$ cat src/rtl/fu_pkg.sv
// Shared definitions for the functional-unit command sequencer.
// Command kinds, FSM state encoding and flag bit positions.
package fu_pkg;

    localparam logic [1:0] CMD_EXEC  = 2'b00;
    localparam logic [1:0] CMD_LOADI = 2'b01;
    localparam logic [1:0] CMD_READ  = 2'b10;
    localparam logic [1:0] CMD_RSVD  = 2'b11;

    typedef enum logic [1:0] {
        ST_IDLE  = 2'b00,
        ST_ISSUE = 2'b01,
        ST_WB    = 2'b10
    } state_t;

    localparam int FLAG_N = 3;
    localparam int FLAG_C = 2;
    localparam int FLAG_V = 1;
    localparam int FLAG_Z = 0;

    function automatic logic [3:0] pack_flags(
        input logic n,
        input logic c,
        input logic v,
        input logic z
    );
        logic [3:0] f;
        f         = '0;
        f[FLAG_N] = n;
        f[FLAG_C] = c;
        f[FLAG_V] = v;
        f[FLAG_Z] = z;
        return f;
    endfunction

endpackage

$ cat src/rtl/fu_ctrl_if.sv
// Command/response bundle between the front end and fu_ctrl.
// The front end is the master; the controller is the slave.
interface fu_ctrl_if #(
    parameter int OPSIZE = 5,
    parameter int DSIZE  = 16,
    parameter int AW     = 3
) ();

    logic              cmd_valid;
    logic              cmd_ready;
    logic [1:0]        cmd_kind;
    logic [OPSIZE-1:0] cmd_op;
    logic [AW-1:0]     cmd_ra;
    logic [AW-1:0]     cmd_rb;
    logic [AW-1:0]     cmd_rd;
    logic [DSIZE-1:0]  cmd_imm;
    logic              rsp_valid;
    logic [DSIZE-1:0]  rsp_data;

    modport master (
        output cmd_valid,
        output cmd_kind,
        output cmd_op,
        output cmd_ra,
        output cmd_rb,
        output cmd_rd,
        output cmd_imm,
        input  cmd_ready,
        input  rsp_valid,
        input  rsp_data
    );

    modport slave (
        input  cmd_valid,
        input  cmd_kind,
        input  cmd_op,
        input  cmd_ra,
        input  cmd_rb,
        input  cmd_rd,
        input  cmd_imm,
        output cmd_ready,
        output rsp_valid,
        output rsp_data
    );

endinterface

$ cat src/rtl/fu_regfile.sv
// Register file: two combinational read ports, one clocked write
// port, whole array cleared by the asynchronous reset.
module fu_regfile #(
    parameter int DSIZE = 16,
    parameter int AW    = 3
) (
    input  logic             clk,
    input  logic             rst_n,
    input  logic [AW-1:0]    ra_a,
    input  logic [AW-1:0]    ra_b,
    output logic [DSIZE-1:0] rd_a,
    output logic [DSIZE-1:0] rd_b,
    input  logic             we,
    input  logic [AW-1:0]    wa,
    input  logic [DSIZE-1:0] wd
);

    localparam int NREG = 2 ** AW;

    logic [DSIZE-1:0] mem [NREG];

    always_ff @(posedge clk or negedge rst_n) begin
        if (!rst_n) begin
            for (int i = 0; i < NREG; i++) begin
                mem[i] <= '0;
            end
        end else if (we) begin
            mem[wa] <= wd;
        end
    end

    assign rd_a = mem[ra_a];
    assign rd_b = mem[ra_b];

endmodule

$ cat src/rtl/fu_ctrl.sv
// Command sequencer that owns the register file and drives the
// registered ALU/shifter unit: EXEC, LOADI, READ over valid/ready.
module fu_ctrl
    import fu_pkg::*;
#(
    parameter int OPSIZE = 5,
    parameter int DSIZE  = 16,
    parameter int AW     = 3
) (
    input  logic              clk,
    input  logic              rst_n,
    fu_ctrl_if.slave          cif,
    output logic [3:0]        flags,
    output logic [OPSIZE-1:0] fu_op,
    output logic [DSIZE-1:0]  fu_a,
    output logic [DSIZE-1:0]  fu_b,
    input  logic [DSIZE-1:0]  fu_f,
    input  logic              fu_n,
    input  logic              fu_c,
    input  logic              fu_v,
    input  logic              fu_z
);

    state_t state;
    state_t nxt;

    logic st_idle;
    logic st_issue;
    logic st_wb;
    logic hs;
    logic k_exec;
    logic k_loadi;
    logic k_read;

    logic [AW-1:0]    rd_q;
    logic             rd_pend;
    logic [DSIZE-1:0] rd_data_q;

    logic [AW-1:0]    rf_ra;
    logic [DSIZE-1:0] rf_da;
    logic [DSIZE-1:0] rf_db;
    logic             rf_we;
    logic [AW-1:0]    rf_wa;
    logic [DSIZE-1:0] rf_wd;

    assign st_idle  = (state == ST_IDLE);
    assign st_issue = (state == ST_ISSUE);
    assign st_wb    = (state == ST_WB);

    // Accept decode uses the state directly rather than cmd_ready
    assign hs      = cif.cmd_valid & st_idle;
    assign k_exec  = hs & (cif.cmd_kind == CMD_EXEC);
    assign k_loadi = hs & (cif.cmd_kind == CMD_LOADI);
    assign k_read  = hs & (cif.cmd_kind == CMD_READ);

    always_ff @(posedge clk or negedge rst_n) begin
        if (!rst_n) begin
            state <= ST_IDLE;
        end else begin
            state <= nxt;
        end
    end

    always_comb begin
        nxt = state;
        unique case (1'b1)
            st_idle:  nxt = k_exec ? ST_ISSUE : ST_IDLE;
            st_issue: nxt = ST_WB;
            st_wb:    nxt = ST_IDLE;
            default:  nxt = ST_IDLE;
        endcase
    end

    always_comb begin
        cif.cmd_ready = st_idle;
        cif.rsp_valid = st_wb | rd_pend;
        cif.rsp_data  = st_wb ? fu_f : rd_data_q;
        rf_ra = (cif.cmd_kind == CMD_READ) ? cif.cmd_rd
                                           : cif.cmd_ra;
        // LOADI is only accepted in IDLE, so it never meets WB
        rf_we = st_wb | k_loadi;
        rf_wa = st_wb ? rd_q : cif.cmd_rd;
        rf_wd = st_wb ? fu_f : cif.cmd_imm;
    end

    always_ff @(posedge clk or negedge rst_n) begin
        if (!rst_n) begin
            fu_op     <= '0;
            fu_a      <= '0;
            fu_b      <= '0;
            rd_q      <= '0;
            flags     <= '0;
            rd_pend   <= 1'b0;
            rd_data_q <= '0;
        end else begin
            rd_pend <= k_read;
            if (k_read) begin
                rd_data_q <= rf_da;
            end
            if (k_exec) begin
                fu_op <= cif.cmd_op;
                fu_a  <= rf_da;
                fu_b  <= rf_db;
                rd_q  <= cif.cmd_rd;
            end
            if (st_wb) begin
                flags <= pack_flags(fu_n, fu_c, fu_v, fu_z);
            end
        end
    end

    fu_regfile #(
        .DSIZE (DSIZE),
        .AW    (AW)
    ) u_rf (
        .clk   (clk),
        .rst_n (rst_n),
        .ra_a  (rf_ra),
        .ra_b  (cif.cmd_rb),
        .rd_a  (rf_da),
        .rd_b  (rf_db),
        .we    (rf_we),
        .wa    (rf_wa),
        .wd    (rf_wd)
    );

endmodule

$ cat src/flat_wrapper.sv
// flat-port wrapper written by rule: the top's interface ports become plain ports
module fu_ctrl_flat import fu_pkg::*;
#(
    parameter int OPSIZE = 5,
    parameter int DSIZE  = 16,
    parameter int AW     = 3
)
  (clk, rst_n, flags, fu_op, fu_a, fu_b, fu_f, fu_n, fu_c, fu_v, fu_z, cif_cmd_valid, cif_cmd_kind, cif_cmd_op, cif_cmd_ra, cif_cmd_rb, cif_cmd_rd, cif_cmd_imm, cif_cmd_ready, cif_rsp_valid, cif_rsp_data);
  fu_ctrl_if #(.OPSIZE(OPSIZE), .DSIZE(DSIZE), .AW(AW)) cif_i ();
  input  logic clk;
  input  logic rst_n;
  output logic [3:0] flags;
  output logic [OPSIZE-1:0] fu_op;
  output logic [DSIZE-1:0] fu_a;
  output logic [DSIZE-1:0] fu_b;
  input  logic [DSIZE-1:0] fu_f;
  input  logic fu_n;
  input  logic fu_c;
  input  logic fu_v;
  input  logic fu_z;
  input wire logic [$bits(cif_i.cmd_valid)-1:0] cif_cmd_valid;
  input wire logic [$bits(cif_i.cmd_kind)-1:0] cif_cmd_kind;
  input wire logic [$bits(cif_i.cmd_op)-1:0] cif_cmd_op;
  input wire logic [$bits(cif_i.cmd_ra)-1:0] cif_cmd_ra;
  input wire logic [$bits(cif_i.cmd_rb)-1:0] cif_cmd_rb;
  input wire logic [$bits(cif_i.cmd_rd)-1:0] cif_cmd_rd;
  input wire logic [$bits(cif_i.cmd_imm)-1:0] cif_cmd_imm;
  output wire logic [$bits(cif_i.cmd_ready)-1:0] cif_cmd_ready;
  output wire logic [$bits(cif_i.rsp_valid)-1:0] cif_rsp_valid;
  output wire logic [$bits(cif_i.rsp_data)-1:0] cif_rsp_data;
  assign cif_i.cmd_valid = cif_cmd_valid;
  assign cif_i.cmd_kind = cif_cmd_kind;
  assign cif_i.cmd_op = cif_cmd_op;
  assign cif_i.cmd_ra = cif_cmd_ra;
  assign cif_i.cmd_rb = cif_cmd_rb;
  assign cif_i.cmd_rd = cif_cmd_rd;
  assign cif_i.cmd_imm = cif_cmd_imm;
  assign cif_cmd_ready = cif_i.cmd_ready;
  assign cif_rsp_valid = cif_i.rsp_valid;
  assign cif_rsp_data = cif_i.rsp_data;
  fu_ctrl #(.OPSIZE(OPSIZE), .DSIZE(DSIZE), .AW(AW)) u_core (.clk(clk), .rst_n(rst_n), .cif(cif_i), .flags(flags), .fu_op(fu_op), .fu_a(fu_a), .fu_b(fu_b), .fu_f(fu_f), .fu_n(fu_n), .fu_c(fu_c), .fu_v(fu_v), .fu_z(fu_z));
endmodule
$ cat config.mk
export PLATFORM = sky130hd
export DESIGN_NAME = fu_ctrl_flat
export DESIGN_NICKNAME = d
export VERILOG_FILES = /design/src/rtl/fu_pkg.sv /design/src/rtl/fu_ctrl_if.sv /design/src/rtl/fu_regfile.sv /design/src/rtl/fu_ctrl.sv /design/src/flat_wrapper.sv
export SDC_FILE = /design/constraint.sdc
export NUM_CORES = 1
export LEC_CHECK = 0
export ABC_AREA = 1
export CAP_MARGIN = 20
export CORE_UTILIZATION = 48
export CTS_CLUSTER_SIZE = 8
export DETAILED_ROUTE_END_ITERATION = 10
export HOLD_SLACK_MARGIN = 0.02
export PLACE_DENSITY = 0.7
export SLEW_MARGIN = 20
export SYNTH_ARGS = -nofsm -noshare
export SYNTH_HDL_FRONTEND = slang
export SYNTH_SLANG_ARGS = --single-unit
$ cat constraint.sdc
create_clock -name clk -period 5.05 [get_ports clk]
set_input_delay 1.515 -clock clk [delete_from_list [all_inputs] [get_ports clk]]
set_output_delay 1.515 -clock clk [all_outputs]
set_load 0.03 [all_outputs]
* After elaboration in Yosys (flattened, before gate mapping)
Cells that the tools add are included.
** Storage, ports and cells
- Bits in registers :: 191
- Bits of input ports :: 55
- Logic and storage cells :: 51
** Operators by class
- Magnitude comparators :: 4
- Eq/ne operators :: 4
- Mux-type cells :: 15
- Bitwise logic cells :: 9
- Reduce and logical (&&, ||, !) cells :: 3
** Operators by type and width (count)
- bitwise mux 128 bit :: 1
- two-way mux 16 bit :: 7
- binary-select mux 16 bit (select 3 bit) :: 2
- demux 16 bit (select 3 bit) :: 1
- >= comparator 4 bit, second input constant :: 3
- NOT 3 -> 4 bit :: 3
- two-way mux 3 bit :: 2
- bitwise AND 1 bit :: 4
- == test 2 x 1 -> 1 bit, second input constant :: 2
- == test 2 bit, second input constant :: 2
- zero test 2 bit :: 2
- < comparator 4 x 1 -> 1 bit, second input constant :: 1
- case mux 2 bit (2 select lines) :: 1
- OR 1 bit :: 2
- logical AND 1 bit :: 1
- two-way mux 1 bit :: 1

* Longest topological paths before layout
Gate-level depths: netlist of run 1.
- Depth in word-level cells :: 8
- Depth in mapped cells :: 11
- Mapped depth without buffers :: 9

* By module
A second synthesis of run 1 with hierarchy kept.
** Second synthesis, totals
- Cells, all modules :: 1553
- Area, all modules :: 10488.8 sq um
** By module, submodules not included
- fu_regfile :: instances 1, cells an instance 1165, area each 7489.7 sq um
- fu_ctrl :: instances 1, cells an instance 388, area each 2999.1 sq um

* Least setup slack after synthesis of run 1
No wires, ideal clock.
- Path kind :: input to output
- Start :: in fu_f[10]
- End :: out cif_rsp_data[10]
- Arrival time :: 1784 ps
- Required time :: 3535 ps
- Slack :: 1751 ps
- Stages :: 2
- Path buffers :: 0
- Cells stage by stage :: nand2_1 -> nand2_1
** On the way
- Longest elaborated chain between the ends :: 1
** Ends and longest elaborated chain
- start, declared :: RTL line flat_wrapper.sv:16 : input logic [DSIZE-1:0] fu_f;
- two-way mux 16 bit :: RTL line fu_ctrl.sv:77 : cif.rsp_data = st_wb ? fu_f : rd_data_q;
- end, declared :: RTL line flat_wrapper.sv:30 : output wire logic [$bits(cif_i.rsp_data)-1:0] cif_rsp_data;
No other way between the ends.

* Worst setup path after layout of run 1
- Start :: in fu_f[13]
- End :: out cif_rsp_data[13]
The elaborated chain is that of the path after synthesis.

==> results of run 1 <==
metrics by stage:
step	utilization [%]	worst slack [ns]	cell area, sq um	power, uW	std cells
2_1_floorplan	-	1.75	10200	3340	1379
3_3_place_gp	55.6	0.732	11400	3870	1697
3_5_place_dp	55.6	0.726	11400	3910	1697
4_1_cts	58.8	0.682	12100	5410	1729
5_1_grt	58.8	0.496	12100	5750	1729
6_report	58.8	0.726	12100	5420	1729
registers in the layout (all words and copies together), names as in the netlist:
signal            cells
u_core.u_rf.mem     128
u_core.fu_a          16
u_core.fu_b          16
u_core.rd_data_q     16
u_core.fu_op          5
u_core.flags          4
u_core.rd_q           3
u_core.state          2
u_core.rd_pend        1
logic make-up (layout without fill, tap and decap cells):
family,after synthesis,in the layout,share of synthesized area [%]
and+or+nand+nor,705,705,30.0
buffers and inverters,250,330,10.3
AOI/OAI and AO/OA,233,233,12.9
DFF,191,191,46.9
power by group through the flow:
stage / registers, uW / logic (uW) / clock network (uW)
after floorplan: 2360 / 980 / 0
final: 2250 / 1670 / 1500
after global routing: 2300 / 1870 / 1570
after global placement: 2250 / 1610 / 0
after CTS: 2240 / 1660 / 1510
after detailed placement: 2270 / 1650 / 0
Yosys cell counts (all sizes together):
master | number | area [sq um]
inv | 160 | 601
a21oi | 32 | 160
o21ai | 169 | 913
nor2 | 8 | 50.1
nand3 | 251 | 1300
or2 | 1 | 6.26
nand3b | 1 | 20.0
nand2 | 444 | 1690
dfrtp | 191 | 4780
clkbuf | 36 | 146
buf | 54 | 300
o211ai | 32 | 240
path summary, 6_finish.rpt:
kind,start,end,slack (ns)
worst max-delay path,fu_f[13],cif_rsp_data[13],0.73
worst min-delay path,u_core.fu_op[2],u_core.fu_op[2],0.47
worst max register to register,u_core.state[0],u_core.u_rf.mem[22],2.46
worst min register to register,u_core.fu_op[2],u_core.fu_op[2],0.47
max in group asynchronous,rst_n,u_core.u_rf.mem[92],2.90
min in group asynchronous,rst_n,u_core.fu_a[1],1.19
worst max-delay path, cell delays in order:
cell and delay [ns]:
clkdlybuf4s50_1 0.45, nand2_1 0.06, nand2_1 0.11, clkdlybuf4s50_1 0.67
layout make-up:
type	instances	area (sq um)	area share (%)
clock inverter	10	173	1.43
inverter	160	601	4.97
clock buffer	22	484	4.00
multi-input combinational	938	4390	36.3
tap	270	338	2.79
sequential	191	4780	39.5
timing repair buffer	138	1330	11.0
metal layers:
metal / global-route usage (%) / vias up / wire (um)
met1: 44.0 / 4523 / 13900
met4: 10.7 / 0 / 828
met5: 0 / - / 0
met2: 44.4 / 549 / 13500
li1: - / 4600 / -
met3: 6.45 / 71 / 3500
==> results.ini, run 1 <==
[grt]
grt_max_degree=112
overflow=0
antenna_found_initial=0
grt_pass1_vias=8952
grt_pass1_wl_mm=50.2
grt.total_usage_pct=30.2

[layout]
syn2layout_area_growth_pct=18.5
layout.nets=1501
mostFrequentLayoutCell=nand2_1
final_cell_mix=439 x nand2_1, 242 x nand3_1, 191 x dfrtp_1
post_route_cells_drive_above_1_share_pct=6.92
fillers=1956
antennaDiodeCount=0

[yosys]
synthesis.nets=1434
synth_area_sq_mm=0.0102
synth-seq-cells=191
synth_cell_types=26
syn_inst=1379
ys_warn_count=0
syn_area_per_cell_sq_um=7.40
ys_seq_area_share_pct=46.9

[power_and_ir_drop]
power_switching_uw=1900
leakagePower_uw=0.00602
irDropWorstVdd_v=0.000235
p_seq_share_pct=41.5
power_density_mw_per_mm2=448
switching_share_pct=35.1
p_int_uw=3510
clkPwrFrac_pct=27.7
p_comb_share_pct=30.7

[worst_setup_path]
start_kind=input pin
cp.arrival_ns=2.81
critPathKind=input pin to output port
cp-end-kind=output port
r2r_cells=7
cp_max_fo=2
worstPathRequired_ns=3.54

[clock_tree]
clkLatencyLatePin_ns=0.44
clk_pin_slew_ns=0.07
ctsResizeCount=0
cts_sinks=191
cts_made_buffers=17
clockBufferDepth=2
root_buffer=clkbuf_16
h-tree-depth=4
ctsHoldBuffers=0
cts_tree=done
post_cts_buffers=0

[floorplanning]
ios=114
dieArea_sq_mm=0.0218
core_area_sq_mm=0.0206
num_rows=52
initial_core_util_pct=49.6
chipWidth_um=148
fp.dieH_um=148

[timing]
worst_slew_pin_slew_ns=1.10
setup_violations=0
finalMaxSlewViolations=0
fmax_mhz=231
final.min_clock_period_ns=4.32
fin_skew_ns=0.00924
final.setup.tns_ns=0
hold_viol=0
slew_headroom_pct=26.6
rsz0062_at_grt=no
hold_slack_ns=0.471
finalCritPeriodShare_pct=85.6

[route]
via_per_inst=5.64
first_pass_iters=8
vias=9743
dr.first_iter.drc_count=1186
wl_per_cell_um=18.4
postRouteWirelength_mm=31.8
remaining_drc_errors=0
drt.antenna.violating_nets=0

[place]
dp_hpwl_mm=19.7
gp_congestion=0.822
port_buffers=113

[outcome]
status=finished, final reports clean

[worst_hold_path]
hold_path_class=register to register
hold_path_depth=2

[job]
timing.max_cap.violations=0

No activity file was read; power rests on OpenSTA's default activity.
==> run 2, diff against run 1 <==
- SKIP_CTS_REPAIR_TIMING: not set -> 1
==> results of run 2 <==
Same layout as run 1: the final DEF is identical, and so are final timing and power.
